$ cat src/rtl/strip_pkg.sv
// Shared types and width helpers for the vertical strip extractor.
package strip_pkg;

    typedef enum logic {SCAN, EMIT} state_t;

    function automatic int unsigned idx_w(input int unsigned num_strips);
        return (num_strips <= 1) ? 1 : $clog2(num_strips);
    endfunction

    function automatic int unsigned col_w(input int unsigned width);
        return (width <= 1) ? 1 : $clog2(width);
    endfunction

    function automatic int unsigned cnt_w(input int unsigned num_strips);
        return $clog2(num_strips + 1);
    endfunction

    // Wide enough that lead+OFFSET+k*STRIDE never wraps.
    function automatic int unsigned tgt_w(input int unsigned width, input int unsigned offset,
                                          input int unsigned num_strips, input int unsigned stride);
        return $clog2(width + offset + num_strips * stride) + 1;
    endfunction

    function automatic bit params_ok(input int unsigned width, input int unsigned stride,
                                     input int unsigned num_strips);
        return (stride >= 1) && (num_strips >= 1) && (width >= 2);
    endfunction

endpackage

$ cat src/rtl/vertical_strip_extractor_if.sv
// Column input stream and strip output stream of the vertical strip extractor.
interface vertical_strip_extractor_if #(
    parameter int unsigned WIDTH      = 300,
    parameter int unsigned HEIGHT     = 200,
    parameter int unsigned NUM_STRIPS = 1
);
    localparam int unsigned IDX_W = strip_pkg::idx_w(NUM_STRIPS);
    localparam int unsigned COL_W = strip_pkg::col_w(WIDTH);

    logic              in_valid;
    logic              in_ready;
    logic [HEIGHT-1:0] in_col;
    logic              in_last;
    logic              out_valid;
    logic              out_ready;
    logic [HEIGHT-1:0] out_strip;
    logic [IDX_W-1:0]  out_idx;
    logic              out_hit;
    logic              out_last;
    logic [COL_W-1:0]  out_lead_col;
    logic              out_blank;
    logic              out_frame_err;

    modport master (
        output in_valid, in_col, in_last, out_ready,
        input  in_ready, out_valid, out_strip, out_idx, out_hit, out_last,
               out_lead_col, out_blank, out_frame_err
    );

    modport slave (
        input  in_valid, in_col, in_last, out_ready,
        output in_ready, out_valid, out_strip, out_idx, out_hit, out_last,
               out_lead_col, out_blank, out_frame_err
    );
endinterface

$ cat src/rtl/strip_buffer.sv
// Strip register file: one column per entry plus a hit flag, sync clear, async read.
module strip_buffer #(
    parameter int unsigned HEIGHT     = 200,
    parameter int unsigned NUM_STRIPS = 1,
    parameter int unsigned IDX_W      = 1
) (
    input  logic              clk,
    input  logic              clr,
    input  logic              wr_en,
    input  logic [IDX_W-1:0]  wr_idx,
    input  logic [HEIGHT-1:0] wr_data,
    input  logic [IDX_W-1:0]  rd_idx,
    output logic [HEIGHT-1:0] rd_data,
    output logic              rd_hit
);
    logic [HEIGHT-1:0]     mem [NUM_STRIPS];
    logic [NUM_STRIPS-1:0] hit;

    always_ff @(posedge clk) begin
        if (clr) begin
            for (int unsigned i = 0; i < NUM_STRIPS; i++) mem[i] <= '0;
            hit <= '0;
        end else if (wr_en) begin
            for (int unsigned i = 0; i < NUM_STRIPS; i++) begin
                if (wr_idx == IDX_W'(i)) begin
                    mem[i] <= wr_data;
                    hit[i] <= 1'b1;
                end
            end
        end
    end

    always_comb begin
        rd_data = '0;
        rd_hit  = 1'b0;
        for (int unsigned i = 0; i < NUM_STRIPS; i++) begin
            if (rd_idx == IDX_W'(i)) begin
                rd_hit  = hit[i];
                rd_data = hit[i] ? mem[i] : '0;
            end
        end
    end
endmodule

$ cat src/rtl/vertical_strip_extractor.sv
// Finds the leftmost non-empty column of a streamed frame, captures the strips
// at lead+OFFSET+k*STRIDE and replays them as a valid/ready burst.
module vertical_strip_extractor
    import strip_pkg::*;
#(
    parameter int unsigned WIDTH      = 300,
    parameter int unsigned HEIGHT     = 200,
    parameter int unsigned OFFSET     = 30,
    parameter int unsigned STRIDE     = 1,
    parameter int unsigned NUM_STRIPS = 1
) (
    input logic                    clk,
    input logic                    rst,
    vertical_strip_extractor_if.slave bus
);
    localparam int unsigned IDX_W = idx_w(NUM_STRIPS);
    localparam int unsigned COL_W = col_w(WIDTH);
    localparam int unsigned CNT_W = cnt_w(NUM_STRIPS);
    localparam int unsigned TGT_W = tgt_w(WIDTH, OFFSET, NUM_STRIPS, STRIDE);

    if (!params_ok(WIDTH, STRIDE, NUM_STRIPS)) begin : g_param_check
        $error("vertical_strip_extractor: need STRIDE>=1, NUM_STRIPS>=1, WIDTH>=2");
    end

    state_t            state;
    logic [COL_W-1:0]  col_cnt;
    logic [COL_W-1:0]  lead;
    logic              found;
    logic              err;
    logic [TGT_W-1:0]  target;
    logic [CNT_W-1:0]  cap_cnt;
    logic [IDX_W-1:0]  emit_k;

    logic              accept, detect, capture, at_edge, frame_end, last_k, done;
    logic [TGT_W-1:0]  eff_t;
    logic [HEIGHT-1:0] rd_data;
    logic              rd_hit;

    // On the detection beat the target register is not yet loaded, so the
    // comparison uses the freshly computed col_cnt+OFFSET instead.
    always_comb begin
        accept    = (state == SCAN) && bus.in_valid;
        detect    = accept && !found && (|bus.in_col);
        eff_t     = detect ? (TGT_W'(col_cnt) + TGT_W'(OFFSET)) : target;
        capture   = accept && (found || detect) && (cap_cnt < CNT_W'(NUM_STRIPS))
                    && (TGT_W'(col_cnt) == eff_t);
        at_edge   = (col_cnt == COL_W'(WIDTH - 1));
        frame_end = accept && (bus.in_last || at_edge);
        last_k    = (emit_k == IDX_W'(NUM_STRIPS - 1));
        done      = (state == EMIT) && bus.out_ready && last_k;
    end

    always_ff @(posedge clk) begin
        if (rst) begin
            state   <= SCAN;
            col_cnt <= '0;
            lead    <= '0;
            found   <= 1'b0;
            err     <= 1'b0;
            target  <= '0;
            cap_cnt <= '0;
            emit_k  <= '0;
        end else begin
            case (state)
                SCAN: begin
                    if (accept) begin
                        if (detect) begin
                            found <= 1'b1;
                            lead  <= col_cnt;
                        end
                        if (capture) begin
                            cap_cnt <= cap_cnt + 1'b1;
                            target  <= eff_t + TGT_W'(STRIDE);
                        end else if (detect) begin
                            target <= eff_t;
                        end
                        if (frame_end) begin
                            err    <= bus.in_last != at_edge;
                            emit_k <= '0;
                            state  <= EMIT;
                        end else begin
                            col_cnt <= col_cnt + 1'b1;
                        end
                    end
                end
                EMIT: begin
                    if (bus.out_ready) begin
                        if (last_k) begin
                            col_cnt <= '0;
                            lead    <= '0;
                            found   <= 1'b0;
                            err     <= 1'b0;
                            target  <= '0;
                            cap_cnt <= '0;
                            emit_k  <= '0;
                            state   <= SCAN;
                        end else begin
                            emit_k <= emit_k + 1'b1;
                        end
                    end
                end
                default: state <= SCAN;
            endcase
        end
    end

    strip_buffer #(
        .HEIGHT     (HEIGHT),
        .NUM_STRIPS (NUM_STRIPS),
        .IDX_W      (IDX_W)
    ) u_buf (
        .clk     (clk),
        .clr     (rst || done),
        .wr_en   (capture),
        .wr_idx  (IDX_W'(cap_cnt)),
        .wr_data (bus.in_col),
        .rd_idx  (emit_k),
        .rd_data (rd_data),
        .rd_hit  (rd_hit)
    );

    always_comb begin
        bus.in_ready      = (state == SCAN);
        bus.out_valid     = (state == EMIT);
        bus.out_idx       = emit_k;
        bus.out_strip     = bus.out_valid ? rd_data : '0;
        bus.out_hit       = bus.out_valid && rd_hit;
        bus.out_last      = bus.out_valid && last_k;
        bus.out_lead_col  = bus.out_valid ? lead : '0;
        bus.out_blank     = bus.out_valid && !found;
        bus.out_frame_err = bus.out_valid && err;
    end
endmodule

$ cat src/flat_wrapper.sv
// flat-port wrapper written by rule: the top's interface ports become plain ports
module vertical_strip_extractor_flat import strip_pkg::*;
#(
    parameter int unsigned WIDTH      = 300,
    parameter int unsigned HEIGHT     = 200,
    parameter int unsigned OFFSET     = 30,
    parameter int unsigned STRIDE     = 1,
    parameter int unsigned NUM_STRIPS = 1
)
  (clk, rst, bus_in_valid, bus_in_col, bus_in_last, bus_out_ready, bus_in_ready, bus_out_valid, bus_out_strip, bus_out_idx, bus_out_hit, bus_out_last, bus_out_lead_col, bus_out_blank, bus_out_frame_err);
  vertical_strip_extractor_if #(.WIDTH(WIDTH), .HEIGHT(HEIGHT), .NUM_STRIPS(NUM_STRIPS)) bus_i ();
  input logic clk;
  input logic rst;
  input wire logic [$bits(bus_i.in_valid)-1:0] bus_in_valid;
  input wire logic [$bits(bus_i.in_col)-1:0] bus_in_col;
  input wire logic [$bits(bus_i.in_last)-1:0] bus_in_last;
  input wire logic [$bits(bus_i.out_ready)-1:0] bus_out_ready;
  output wire logic [$bits(bus_i.in_ready)-1:0] bus_in_ready;
  output wire logic [$bits(bus_i.out_valid)-1:0] bus_out_valid;
  output wire logic [$bits(bus_i.out_strip)-1:0] bus_out_strip;
  output wire logic [$bits(bus_i.out_idx)-1:0] bus_out_idx;
  output wire logic [$bits(bus_i.out_hit)-1:0] bus_out_hit;
  output wire logic [$bits(bus_i.out_last)-1:0] bus_out_last;
  output wire logic [$bits(bus_i.out_lead_col)-1:0] bus_out_lead_col;
  output wire logic [$bits(bus_i.out_blank)-1:0] bus_out_blank;
  output wire logic [$bits(bus_i.out_frame_err)-1:0] bus_out_frame_err;
  assign bus_i.in_valid = bus_in_valid;
  assign bus_i.in_col = bus_in_col;
  assign bus_i.in_last = bus_in_last;
  assign bus_i.out_ready = bus_out_ready;
  assign bus_in_ready = bus_i.in_ready;
  assign bus_out_valid = bus_i.out_valid;
  assign bus_out_strip = bus_i.out_strip;
  assign bus_out_idx = bus_i.out_idx;
  assign bus_out_hit = bus_i.out_hit;
  assign bus_out_last = bus_i.out_last;
  assign bus_out_lead_col = bus_i.out_lead_col;
  assign bus_out_blank = bus_i.out_blank;
  assign bus_out_frame_err = bus_i.out_frame_err;
  vertical_strip_extractor #(.WIDTH(WIDTH), .HEIGHT(HEIGHT), .OFFSET(OFFSET), .STRIDE(STRIDE), .NUM_STRIPS(NUM_STRIPS)) u_core (.clk(clk), .rst(rst), .bus(bus_i));
endmodule
$ cat config.mk
export PLATFORM = sky130hd
export DESIGN_NAME = vertical_strip_extractor_flat
export DESIGN_NICKNAME = d
export VERILOG_FILES = /design/src/rtl/strip_pkg.sv /design/src/rtl/vertical_strip_extractor_if.sv /design/src/rtl/strip_buffer.sv /design/src/rtl/vertical_strip_extractor.sv /design/src/flat_wrapper.sv
export SDC_FILE = /design/constraint.sdc
export NUM_CORES = 1
export LEC_CHECK = 0
export ABC_CLOCK_PERIOD_IN_PS = 7100
export CAP_MARGIN = 20
export CORE_MARGIN = 8
export CORE_UTILIZATION = 41
export CTS_BUF_LIST = sky130_fd_sc_hd__clkbuf_16
export DETAILED_ROUTE_END_ITERATION = 10
export GPL_TIMING_DRIVEN = 0
export PLACE_DENSITY = 0.82
export SLEW_MARGIN = 0
export SYNTH_ARGS = -nofsm -noshare
export SYNTH_HDL_FRONTEND = slang
export SYNTH_SLANG_ARGS = --single-unit
$ cat constraint.sdc
create_clock -name clk -period 7.1 [get_ports clk]
set_input_delay 1.065 -clock clk [delete_from_list [all_inputs] [get_ports clk]]
set_output_delay 1.065 -clock clk [all_outputs]
set_load 0.05 [all_outputs]
==> results.py, run 1 <==
metrics = {
    "clocking": {
        "cts-root-buf": "clkbuf_16",
        "clkLatencyLatePin_ps": 540,
        "cts_tree": "built",
        "cts_setup_buffers": 0,
        "cts_resized": 0,
        "cts.sinks": 233,
        "cts_buffers": 27,
        "hold_buffers": 0,
        "clkTransAtPathRegs_ps": 70,
        "htreeDepth": 1,
        "clk_path_buf_depth": 3,
    },
    "placed_design": {
        "io_buffers": 418,
        "gp_congestion": 0.927,
        "dpl.hpwl_um": 34200,
    },
    "route": {
        "drt_wl_total_um": 43300,
        "num_vias": 9874,
        "routedWlPerCell_um": 23.9,
        "antenna_left": 0,
        "vias_per_cell": 5.45,
        "first_iter_violations": 710,
        "drt_drc_violations_left": 0,
        "drt_first_pass_iters": 5,
    },
    "run_status": {
        "status": "complete, no violations",
    },
    "synthesis": {
        "syn_inst": 998,
        "synthFlopType": "edfxtp_1",
        "synth_common_cells": "and2_1, and3_1, edfxtp_1",
        "synth.distinct_cells": 49,
        "synth_top_area_share_pct": 53.4,
        "ys_async_sr_fraction_pct": 0,
        "yosysMostFrequentCell": "and2_1",
        "seq_area_frac_synth_pct": 59.3,
        "synth_fp_nets": 1208,
        "synth_top_cell_by_area": "edfxtp_1",
        "synth.avg_cell_area_um2": 11.3,
        "ys_seq_elements": 233,
        "synth.area.top_cells": "edfxtp_1, and2_1, and3_1",
        "synth_area_mm2": 0.0112,
        "ys_warn_count": 0,
        "synth_edf_count": 200,
    },
    "timing": {
        "fin_crit_sh_pct": 71.3,
        "tns_ps": 0,
        "fin_crit_ps": 5060,
        "slew_violations": 0,
        "hold_viol_final": 0,
        "report.final.setup_viol": 0,
        "rsz0062_at_grt": "no",
        "fmax_mhz": 198,
        "slew-limit-headroom_pct": 37.2,
        "finalClockSkew_ps": 26.2,
        "tightestPinTransition_ps": 933,
        "worst_hold_slack_ps": 453,
    },
    "setup_path": {
        "required_ps": 7590,
        "arrival_ps": 5550,
        "timing.critical_path.buf_inv": 3,
        "crit_family": "simple AND/OR/NAND/NOR gates",
        "crit_path_cell_trace": "clkdlybuf4s50_1 -> nor4_1 -> nand4_1 -> nor4_2 -> nand4_2 -> nand2_4 -> buf_2 -> buf_4 -> nand2_1 -> o21ai_0 -> ha_1 -> and3_1 -> nand3_1 -> mux2_4 -> or3_1 -> a21oi_2",
        "r2r_cells": 14,
        "r2r-end": "u_core.target[8]$_SDFFE_PP0P_",
        "worstSetupPathType": "in2reg",
        "r2r_slack_ps": 3560,
        "crit_path_end_kind": "flip-flop",
        "cp_max_fo": 10,
        "critPathMaxStageDelay_ps": 730,
        "critical_path.startpoint_type": "input pin",
        "timing.rr.start": "u_core.bus.out_valid$_SDFF_PP0_",
        "cp_slowest_cell": "nor4_1",
    },
    "floorplan": {
        "core_area_mm2": 0.0270,
        "die_area_mm2": 0.0330,
        "io_pins": 421,
        "die_x_um": 182,
        "num_rows": 60,
        "initial_core_util_pct": 41.7,
        "dieHeight_um": 182,
    },
    "grt": {
        "grt_max_degree": 74,
        "grt.busiest_layer": "met2",
        "grt_pass1_vias": 10183,
        "grt_antenna_before_repair": 2,
        "grt-ovfl-total": 0,
        "use_met3_pct": 8.52,
        "grt_pass1_wl_um": 62700,
        "use_met2_pct": 42.3,
        "gr-usage-all-layers_pct": 25.0,
        "grt_use_met1_pct": 28.2,
    },
    "min_path": {
        "hold_path_class": "reg2reg",
        "holdPathEnd": "u_core.cap_cnt$_SDFFE_PP0P_",
        "holdPathStages": 2,
        "hold_start": "u_core.cap_cnt$_SDFFE_PP0P_",
    },
    "pwr": {
        "power_leakage_nw": 6.76,
        "vdd_drop_max_v": 0.000199,
        "p_per_area_mw_per_mm2": 195,
    },
    "job": {
        "maxCapViolCount": 0,
    },
    "cells_and_area": {
        "syn2layout_area_growth_pct": 49.4,
        "fin_nets": 1658,
        "drive_above_1_share_pct": 4.43,
    },
}
metal layers:
layer,vias to the layer above,part of all wire (%)
met5,-,0
met1,4722,38
met3,102,9.6
li1,4525,-
met2,525,48
met4,0,4.6
state kept, by name, indices dropped and copies added, names as in the netlist:
signal / count
u_core.bus.out_valid: 1
u_core.cap_cnt: 1
u_core.col_cnt: 9
u_core.err: 1
u_core.found: 1
u_core.lead: 9
u_core.target: 10
u_core.u_buf.hit: 1
u_core.u_buf.mem: 200
report_power, final:
group / internal (W) / switching, W / total (W)
logic: 0.000149 / 0.000175 / 0.000324
registers: 0.00157 / 0.0000227 / 0.00159
clock network: 0.000799 / 0.000568 / 0.00137
total: 0.00252 / 0.000766 / 0.00328
worst min-delay path: stages, from the launching register on:
cell and delay (ps):
dfxtp_1 310, inv_1 50, a21oi_1 50
final cells by class:
class	instances	area [um^2]
Sequential cell	233	6670
Inverter	9	33.8
Clock buffer	27	676
Tap cell	341	427
Buffer	89	362
Timing Repair Buffer	421	4250
Clock inverter	21	183
Antenna cell	4	10.0
Fill cell	2198	10200
Multi-Input combinational cell	667	4190
metrics by stage:
stage / setup WS [ps] / total power (W) / instances / instance area [um^2] / util [%]
floorplan: 118 / 0.00175 / 998 / 11200 / -
global placement: -2460 / 0.00195 / 1757 / 15900 / 58.8
detailed placement: 1490 / 0.00194 / 1760 / 15900 / 59.1
CTS: 2040 / 0.00329 / 1808 / 16800 / 62.3
global route: 1910 / 0.00337 / 1810 / 16800 / 62.3
finish: 2040 / 0.00328 / 1812 / 16800 / 62.3
how the worst max path moves through the flow:
| stage | start | slack [ps] | endpoint | cells past startpoint |
|---|---|---|---|---|
| after floorplan | bus_in_valid | 120 | u_core.u_buf.mem[0][0]$_SDFFCE_PN0P_ | 6 |
| after global placement | bus_in_valid | -2460 | u_core.u_buf.mem[0][100]$_SDFFCE_PN0P_ | 7 |
| after detailed placement | bus_in_col[0] | 1490 | u_core.target[8]$_SDFFE_PP0P_ | 16 |
| after CTS | bus_in_col[0] | 2040 | u_core.target[8]$_SDFFE_PP0P_ | 16 |
| after global routing | bus_in_col[0] | 1910 | u_core.target[8]$_SDFFE_PP0P_ | 16 |
| final | bus_in_col[0] | 2040 | u_core.target[8]$_SDFFE_PP0P_ | 16 |
placed cells by master (no fill, tap or decap), types with 22 or more instances in the layout:
cell type / instances
and3_1: 206
clkbuf_1: 77
a21oi_1: 22
edfxtp_1: 200
clkbuf_16: 27
nor4_1: 51
nor2_1: 25
clkdlybuf4s50_1: 418
nand2_1: 28
and2_1: 213
dfxtp_1: 33
cells by family after synthesis:
| family | share of synthesized area, % |
|---|---|
| flops | 59.3 |
| compound gates | 2.52 |
| fa+ha+maj | 0.557 |
| simple gates | 31.4 |
| xor+xnor | 2.03 |
| buf+inv | 3.52 |
| other cells | 0.0334 |
| mux | 0.601 |
Note: power is estimated with default switching activity, not from simulation.
==> run 2, diff against run 1 <==
--- a/config.mk
+++ b/config.mk
@@ -5,7 +5,7 @@
 export SDC_FILE = /design/constraint.sdc
 export NUM_CORES = 1
 export LEC_CHECK = 0
-export ABC_CLOCK_PERIOD_IN_PS = 7100
+export ABC_CLOCK_PERIOD_IN_PS = 4550
 export CAP_MARGIN = 20
 export CORE_MARGIN = 8
 export CORE_UTILIZATION = 41
==> constraint.sdc (replaced) <==
create_clock -name clk -period 4.55 [get_ports clk]
set_input_delay 0.6825 -clock clk [delete_from_list [all_inputs] [get_ports clk]]
set_output_delay 0.6825 -clock clk [all_outputs]
set_load 0.05 [all_outputs]
==> results.py, run 2 (synthesized netlist as in run 1, its figures left out) <==
metrics = {
    "cells_and_area": {
        "largest_reg_flops": 200,
        "ff_latch_area_mm2": 0.00667,
        "final_common_cell": "clkdlybuf4s50_1",
        "layout_common_cells": "clkdlybuf4s50_1, and2_1, and3_1",
        "finalInstanceArea_mm2": 0.0168,
        "reg.largest.list": "u_core.u_buf.mem: 200 flops, u_core.target: 10 flops",
        "syn2layout_area_growth_pct": 49.3,
        "drive_above_1_share_pct": 4.16,
        "regMostFlops": "u_core.u_buf.mem",
        "fill_cells": 2158,
        "multi_input_area_mm2": 0.00422,
        "fin_nets": 1658,
    },
    "grt": {
        "grt-ovfl-total": 0,
        "grt_max_degree": 76,
        "grt_antenna_before_repair": 4,
        "gr-usage-all-layers_pct": 25.1,
        "grt_pass1_wl_um": 63400,
        "grt_pass1_vias": 10387,
    },
    "floorplan": {
        "core_area_mm2": 0.0270,
        "die_area_mm2": 0.0330,
        "die_x_um": 182,
        "dieHeight_um": 182,
        "initial_core_util_pct": 41.7,
        "io_pins": 421,
        "num_rows": 60,
    },
    "setup_path": {
        "crit_path_end_kind": "flip-flop",
        "cp_max_fo": 10,
        "critical_path.startpoint_type": "input pin",
        "required_ps": 5020,
        "worstSetupPathType": "in2reg",
        "crit_start": "bus_in_col[0]",
        "arrival_ps": 4840,
        "timing.rr.start": "u_core.bus.out_valid$_SDFF_PP0_",
    },
    "timing": {
        "fin_ws_ps": 181,
        "fin_crit_sh_pct": 96.0,
        "slew_violations": 0,
        "report.final.setup_viol": 0,
        "fin_crit_ps": 4370,
        "tightestPinTransition_ps": 915,
        "slew-limit-headroom_pct": 39.0,
        "hold_viol_final": 0,
        "fmax_mhz": 229,
        "finalClockSkew_ps": 31.1,
    },
    "placed_design": {
        "gp_congestion": 0.980,
        "placed_area_mm2": 0.0159,
        "io_buffers": 418,
        "dpl.hpwl_um": 34200,
        "dp_slack_ps": -630,
    },
    "clocking": {
        "clkTransAtPathRegs_ps": 60,
        "cts_setup_buffers": 0,
        "htreeDepth": 1,
        "clk_path_buf_depth": 3,
        "cts_tree": "built",
        "cts_buffers": 27,
        "cts-root-buf": "clkbuf_16",
        "clkLatencyLatePin_ps": 560,
        "cts.sinks": 233,
    },
    "pwr": {
        "pwr-share-comb_pct": 10.1,
        "clock_power_share_pct": 40.5,
        "switching_power_w": 0.00117,
        "power.share.sequential_pct": 49.4,
        "p_int_w": 0.00386,
        "p_per_area_mw_per_mm2": 300,
        "power_leakage_nw": 6.77,
        "p_sw_share_pct": 23.3,
        "vdd_drop_max_v": 0.000195,
    },
    "job": {
        "maxCapViolCount": 0,
    },
    "route": {
        "vias_per_cell": 5.47,
        "routedWlPerCell_um": 23.9,
        "antenna_left": 0,
        "drt_drc_violations_left": 0,
        "drt_wl_total_um": 43200,
        "drt_first_pass_iters": 5,
        "first_iter_violations": 785,
        "num_vias": 9892,
    },
    "min_path": {
        "hold_path_class": "reg2reg",
        "hold_start": "u_core.lead[0]$_SDFFE_PP0P_",
    },
    "run_status": {
        "status": "complete, no violations",
    },
}
## run 2: cell count changes in the layout (fill, tap and decap cells not counted), sizes merged
cell    change
clkinv      -1
bufinv      -1
inv         +1
diode       -1
## run 2: final cells by class
cell class                 instances  share of cell area, %
antenna                            3                 0.0447
buffer                            89                   2.15
clock buffer                      27                   4.03
clock inverter                    20                  0.865
inverter                           9                  0.201
multi-input combinational        667                   25.2
sequential                       233                   39.7
tap                              341                   2.54
timing repair buffer             421                   25.3
## run 2: power by group through the flow
stage                     clock, W  combinational (W)  sequential [W]
after detailed placement         0           0.000500         0.00253
after global routing       0.00214           0.000541         0.00249
after CTS                  0.00206           0.000503         0.00248
final                      0.00204           0.000508         0.00249
after global placement           0           0.000482         0.00254
after floorplan                  0           0.000188         0.00253
## run 2: what timing repair did
action                                  CTS  global route
resized for setup                         2             3
endpoints found under the setup margin    1             2
hold buffers                              0             0
pin swaps                                 0             0
## run 2: final timing paths
kind	slack [ps]	end	cells past startpoint
hold / removal	460	u_core.lead[0]$_SDFFE_PP0P_	2
setup reg to reg	990	u_core.target[8]$_SDFFE_PP0P_	14
hold reg to reg	460	u_core.lead[0]$_SDFFE_PP0P_	2
setup / recovery	180	u_core.target[8]$_SDFFE_PP0P_	16
## run 2: critical path, stage by stage
cell             delay, ps
clkdlybuf4s50_1        580
nor4_4                 480
nand4_1                250
nor4_4                 420
nand4_2                240
nand2_4                190
buf_2                  260
buf_4                  210
nand2_1                 60
o21ai_0                 80
ha_1                   270
and3_1                 200
nand3_1                 90
mux2_4                 290
or3_1                  390
a21oi_2                130
## run 2: routing by layer
layer  global-route usage, %  part of all wire, %  wire (um)  vias to the layer above
li1                        -                    -          -                     4525
met1                    28.7                   38      16300                     4774
met2                    43.4                   49      21100                      494
met3                    7.56                  9.4       4080                       95
met4                    9.84                  4.0       1720                        4
met5                    1.23                 0.15         64                        -
## run 2: per-stage QoR
stage | total power (W) | instances | util [%] | setup TNS, ps | hold WS (ps)
after detailed placement | 0.00303 | 1760 | 59.1 | -1490 | 454
after CTS | 0.00504 | 1807 | 62.2 | 0 | 462
after global placement | 0.00302 | 1757 | 58.8 | -287870 | 438
after global routing | 0.00518 | 1810 | 62.3 | -3.87 | 483
after floorplan | 0.00272 | 998 | - | 0 | 426
final | 0.00503 | 1810 | 62.3 | 0 | 463
